==> src/rtl/full_subtractor_pkg.sv <==
// Shared arithmetic constants for the full_subtractor slice.
package full_subtractor_pkg;

  localparam int unsigned WIDTH_MAX = 64;

endpackage

==> src/rtl/fs_bit_cell.sv <==
// Combinational 1-bit full subtractor: d = a - b - bin, bo is the borrow out.
module fs_bit_cell (
  input  logic a,
  input  logic b,
  input  logic bin,
  output logic d,
  output logic bo
);

  logic a_xor_b;

  assign a_xor_b = a ^ b;
  assign d       = a_xor_b ^ bin;
  // Borrow when b exceeds a, or when a == b and a borrow arrives from below.
  assign bo      = (~a & b) | (~a_xor_b & bin);

endmodule

==> src/rtl/full_subtractor.sv <==
// Registered ripple-borrow subtractor: {bout, diff} = a - b - bin, one cycle latency.
module full_subtractor
  import full_subtractor_pkg::*;
#(
  parameter int unsigned WIDTH = 1
) (
  input  logic             clk,
  input  logic             rst,
  input  logic [WIDTH-1:0] a,
  input  logic [WIDTH-1:0] b,
  input  logic             bin,
  input  logic             in_valid,
  output logic [WIDTH-1:0] diff,
  output logic             bout,
  output logic             out_valid
);

  if (WIDTH < 1 || WIDTH > WIDTH_MAX) begin : g_bad_width
    $error("full_subtractor: WIDTH out of range");
  end

  logic [WIDTH:0]   br;
  logic [WIDTH-1:0] d_vec;

  assign br[0] = bin;

  for (genvar i = 0; i < WIDTH; i++) begin : g_cell
    fs_bit_cell u_cell (
      .a  (a[i]),
      .b  (b[i]),
      .bin(br[i]),
      .d  (d_vec[i]),
      .bo (br[i+1])
    );
  end

  logic [WIDTH-1:0] diff_d, diff_q;
  logic             bout_d, bout_q;
  logic             valid_q;

  // Result registers only load on qualified cycles; otherwise they hold.
  always_comb begin
    diff_d = diff_q;
    bout_d = bout_q;
    if (in_valid) begin
      diff_d = d_vec;
      bout_d = br[WIDTH];
    end
  end

  always_ff @(posedge clk or posedge rst) begin
    if (rst) begin
      diff_q  <= '0;
      bout_q  <= 1'b0;
      valid_q <= 1'b0;
    end else begin
      diff_q  <= diff_d;
      bout_q  <= bout_d;
      valid_q <= in_valid;
    end
  end

  assign diff      = diff_q;
  assign bout      = bout_q;
  assign out_valid = valid_q;

endmodule

==> config.mk <==
export PLATFORM = sky130hd
export DESIGN_NAME = full_subtractor
export DESIGN_NICKNAME = d
export VERILOG_FILES = /design/src/rtl/full_subtractor_pkg.sv /design/src/rtl/fs_bit_cell.sv /design/src/rtl/full_subtractor.sv
export SDC_FILE = /design/constraint.sdc
export NUM_CORES = 1
export LEC_CHECK = 0
export CORE_AREA = 2 2 39 41
export DETAILED_ROUTE_END_ITERATION = 8
export DIE_AREA = 0 0 41 43
export PLACE_DENSITY = 0.33
export SYNTH_ARGS = -nofsm -noshare
export SYNTH_HDL_FRONTEND = slang
export SYNTH_SLANG_ARGS = --single-unit
==> constraint.sdc <==
create_clock -name clk -period 1 [get_ports clk]
set_input_delay 0.1 -clock clk [delete_from_list [all_inputs] [get_ports clk]]
set_output_delay 0.1 -clock clk [all_outputs]
set_load 0.005 [all_outputs]
==> After elaboration in Yosys (flattened, before gate mapping) <==
Index checks and enable logic that the tools add are counted.
{ "word_totals": {"reg_bits": 3, "in_bits": 6, "out_inout_bits": 3} }
{ "classes": {"n_bitwise": 7} }
{ "op_table": {"columns": ["operator", "count"], "rows": [
  ["$and 1x1->1", 2],
  ["$not 1->1", 2],
  ["$xor 1x1->1", 2],
  ["$or 1x1->1", 1]
]} }

==> Longest topological paths before layout <==
{ "logic_depth": {"depth_word": 4, "mapped_depth": 3, "mapped_depth_nobuf": 3} }

==> By module <==
A second synthesis with hierarchy kept.
{ "unflattened": {"cells_unflattened": 10, "area_unflattened_um2": 132.6} }
{ "by_module_without_submodules": {"columns": ["mod", "n_inst", "cells_each", "area_per_inst_um2"], "rows": [
  ["full_subtractor", 1, 6, 101.3],
  ["fs_bit_cell", 1, 4, 31.3]
]} }

==> Least setup slack after synthesis <==
No wires, ideal clock.
{ "synth_timing": {"path_kind": "input to register", "start": "input b", "end": "register diff_q (netlist: diff)", "setup_ns": 0.125, "arrival_ns": 0.817, "slack_ns": 0.058, "path_stages": 3, "n_path_buf": 0, "path_cell_list": "inv_1 fa_1 mux2_4"} }
{ "synth_via": {"elab_chain_len": 2} }
{ "synth_lines": {"columns": ["item", "line_no", "source"], "rows": [
  ["start: declaration", "full_subtractor.sv:10", "input logic [WIDTH-1:0] b,"],
  ["$xor 1x1->1", "fs_bit_cell.sv:12", "assign a_xor_b = a ^ b;"],
  ["$xor 1x1->1", "fs_bit_cell.sv:13", "assign d = a_xor_b ^ bin;"],
  ["net d_vec", "full_subtractor.sv:23", "logic [WIDTH-1:0] d_vec;"],
  ["end signal: assignment", "full_subtractor.sv:57", "diff_q <= diff_d;"],
  ["end: declaration", "full_subtractor.sv:37", "logic [WIDTH-1:0] diff_d, diff_q;"]
]} }
The timed path passes the listed nets, and every way through them passes these cells.
A chain may end at the register's enable or synchronous reset.

==> Worst setup path in the final report <==
{ "layout_timing": {"start": "input a", "end": "register diff_q (netlist: diff)"} }
{ "layout_via": {"elab_chain_len": 2} }
{ "layout_lines": {"columns": ["item", "line_no", "source"], "rows": [
  ["start: declaration", "full_subtractor.sv:9", "input logic [WIDTH-1:0] a,"],
  ["$xor 1x1->1", "fs_bit_cell.sv:12", null],
  ["$xor 1x1->1", "fs_bit_cell.sv:13", null],
  ["net d_vec", "full_subtractor.sv:23", null]
]} }
The timed path passes the listed nets, and every way through them passes these cells.

==> run_results.csv <==
group,metric,value,unit
sta,finalHoldViolations,0,
clock_network,hold_buffers,0,
routing,vias_per_cell,2.927,
worst_setup_path,critical_path_class,"in -> reg",
worst_setup_path,crit_fanout,1,
grt,grt_usage,0.04940,
layout,finalNetCount,33,
clock_network,cts.htree.levels,1,
worst_setup_path,crit_path_end_kind,"flop",
floorplanning,pin_count,9,
layout,layout-drive-gt1-share,0.2800,
sta,setup_tns,0,ps
logic_synthesis,yosys_register_bits,3,
floorplanning,core_area,1384,um^2
grt,grt_overflow_total,0,
sta,period_needed,966.0,ps
logic_synthesis,synth_area,130.1,um^2
logic_synthesis,avgSynthCellArea,13.01,um^2
sta,rsz0062_at_grt,"false",
sta,finalWorstSetupSlack,34.02,ps
logic_synthesis,ys_seq_area_frac,0.5769,
clock_network,cts_buffers,3,
job,max-cap-violations,0,
logic_synthesis,ys_warn_count,0,
logic_synthesis,synth_top_area_cell,"dfrtp_1",
clock_network,clock-sinks,3,
logic_synthesis,synth_area_leaders,"dfrtp_1, fa_1, mux2_4",
clock_network,cts_tree,"built",
worst_setup_path,worstPathRequired,1110,ps
sta,drv_slew,0,
grt,grt_antenna_before_repair,0,
logic_synthesis,synth_top_area_share,0.5769,
floorplanning,die_y,43,um
clock_network,clockBufferDepth,2,
sta,finalSetupViolCount,0,
power,ir_drop,0.2335,mV
clock_network,clk_latency,230,ps
worst_setup_path,cp.arrival,1080,ps
logic_synthesis,synthCells,10,
routing,drt-total-wl,294,um
grt,grt_pass1_vias,129,
grt,grt_max_degree,4,
layout,syn_to_final_growth,109.6,%
routing,drc,0,
power,power_density,1627,nW/um^2
logic_synthesis,synth_cell_types,6,
layout,final_util,0.1971,
sta,period_share,0.9660,
worst_setup_path,crit_path_start_kind,"input pin",
routing,routedWlPerCell,7.171,um
floorplanning,dieArea,1763,um^2
floorplanning,fp.dieW,41,um
clock_network,clk_pin_slew_worst_paths,40,ps
power,power.total,443.7,uW
layout,num_antenna_cells,0,
routing,postRouteAntennaNets,0,
floorplanning,initial_core_util,0.09403,
placement,dpl_worst_slack,-454.3,ps
routing,dr.pass1.iters,3,
sta,tightest_slew,124.1,ps
floorplanning,num_rows,14,
sta,max_clock_freq,1.035,GHz
placement,place.port_buffers,8,
sta,max_slew_margin,0.9173,
routing,vias,120,
logic_synthesis,syn_nets,17,
min_path,min_path_type,"in -> async",
placement,place_congestion,0.6252,
run_status,status,"finished, final reports clean",
grt,grt_first_pass_wirelength,483,um
routing,drt_iter0_drc,9,
clock_network,root_buffer,"clkbuf_4",
power,p_leak,0.1372,nW
sta,fin_worst_skew,0,ps
sta,hold_ws,45.61,ps
[cell usage after synthesis]
master	n
dfrtp_1	3
inv_1	3
mux2_4	1
a21oi_1	1
nor2_1	1
fa_1	1
[cells by family after synthesis]
group / Yosys count / share of synthesized area
flip-flops: 3 / 0.5769
adder cells (fa/ha/maj): 1 / 0.1539
buffers and inverters: 3 / 0.08653
multiplexers: 1 / 0.1154
AND/OR/NAND/NOR: 1 / 0.02882
AO/OA/AOI/OAI: 1 / 0.03842
[sequential cells by signal (all words and copies together) (netlist names)]
| register | flops |
|---|---|
| diff | 1 |
| out_valid | 1 |
| bout | 1 |
[area by class of cell]
| cell class | count | area (um^2) |
|---|---|---|
| flip-flops and latches | 3 | 75.07 |
| well taps | 16 | 20.02 |
| multi-input cells | 4 | 43.79 |
| fillers | 153 | 1111 |
| clock buffers | 4 | 26.28 |
| inverters | 3 | 11.26 |
| repair buffers | 11 | 96.34 |
[critical path: stages]
cell           delay [ps]
dlygate4sd2_1         250
fa_1                  470
mux2_4                260
[power breakdown]
group | leakage, nW | internal, mW | switching (mW)
sequential | 0.0345 | 0.136 | 0.00621
clock | 0.0150 | 0.150 | 0.0624
combinational | 0.0877 | 0.0612 | 0.0279
total | 0.137 | 0.347 | 0.0965
[per-stage QoR]
stage	std cells	cell area, um^2
after detailed placement	35	237.7
after global placement	35	237.7
after floorplan	10	130.1
after global routing	41	272.8
final	41	272.8
after CTS	40	264.0
[metal layers]
metal,routed length [um],part of all wire,GRT usage,vias up
li1,-,-,-,58
met4,0,0,0.08000,0
met1,124,0.42,0.04886,53
met2,117,0.40,0.05000,9
met3,52,0.18,0.03141,0
met5,0,0,0,-
[cells in the final DEF, fill, tap and decap left out, drive strengths merged]
master / instances
dlygate4sd2: 5
clkbuf: 4
inv: 3
dfrtp: 3
buf: 3
clkdlybuf4s50: 2
nor2: 1
a21oi: 1
mux2: 1
fa: 1
clkdlybuf4s15: 1
[what timing repair did]
item,in CTS,in global routing
resized for setup,6,1
endpoints found under the setup margin,4,1
pin swaps,1,0
setup buffers,1,1
[path summary, 6_finish.rpt]
path	cells after the start	slack [ps]	to	start
max	3	30	diff	a
min	2	50	diff	rst
max reg2reg	2	130	diff	diff
min reg2reg	2	600	diff	diff
max in group asynchronous	2	830	bout	rst
min in group clk	3	390	bout	a
Power figures use the tool's default switching activity.
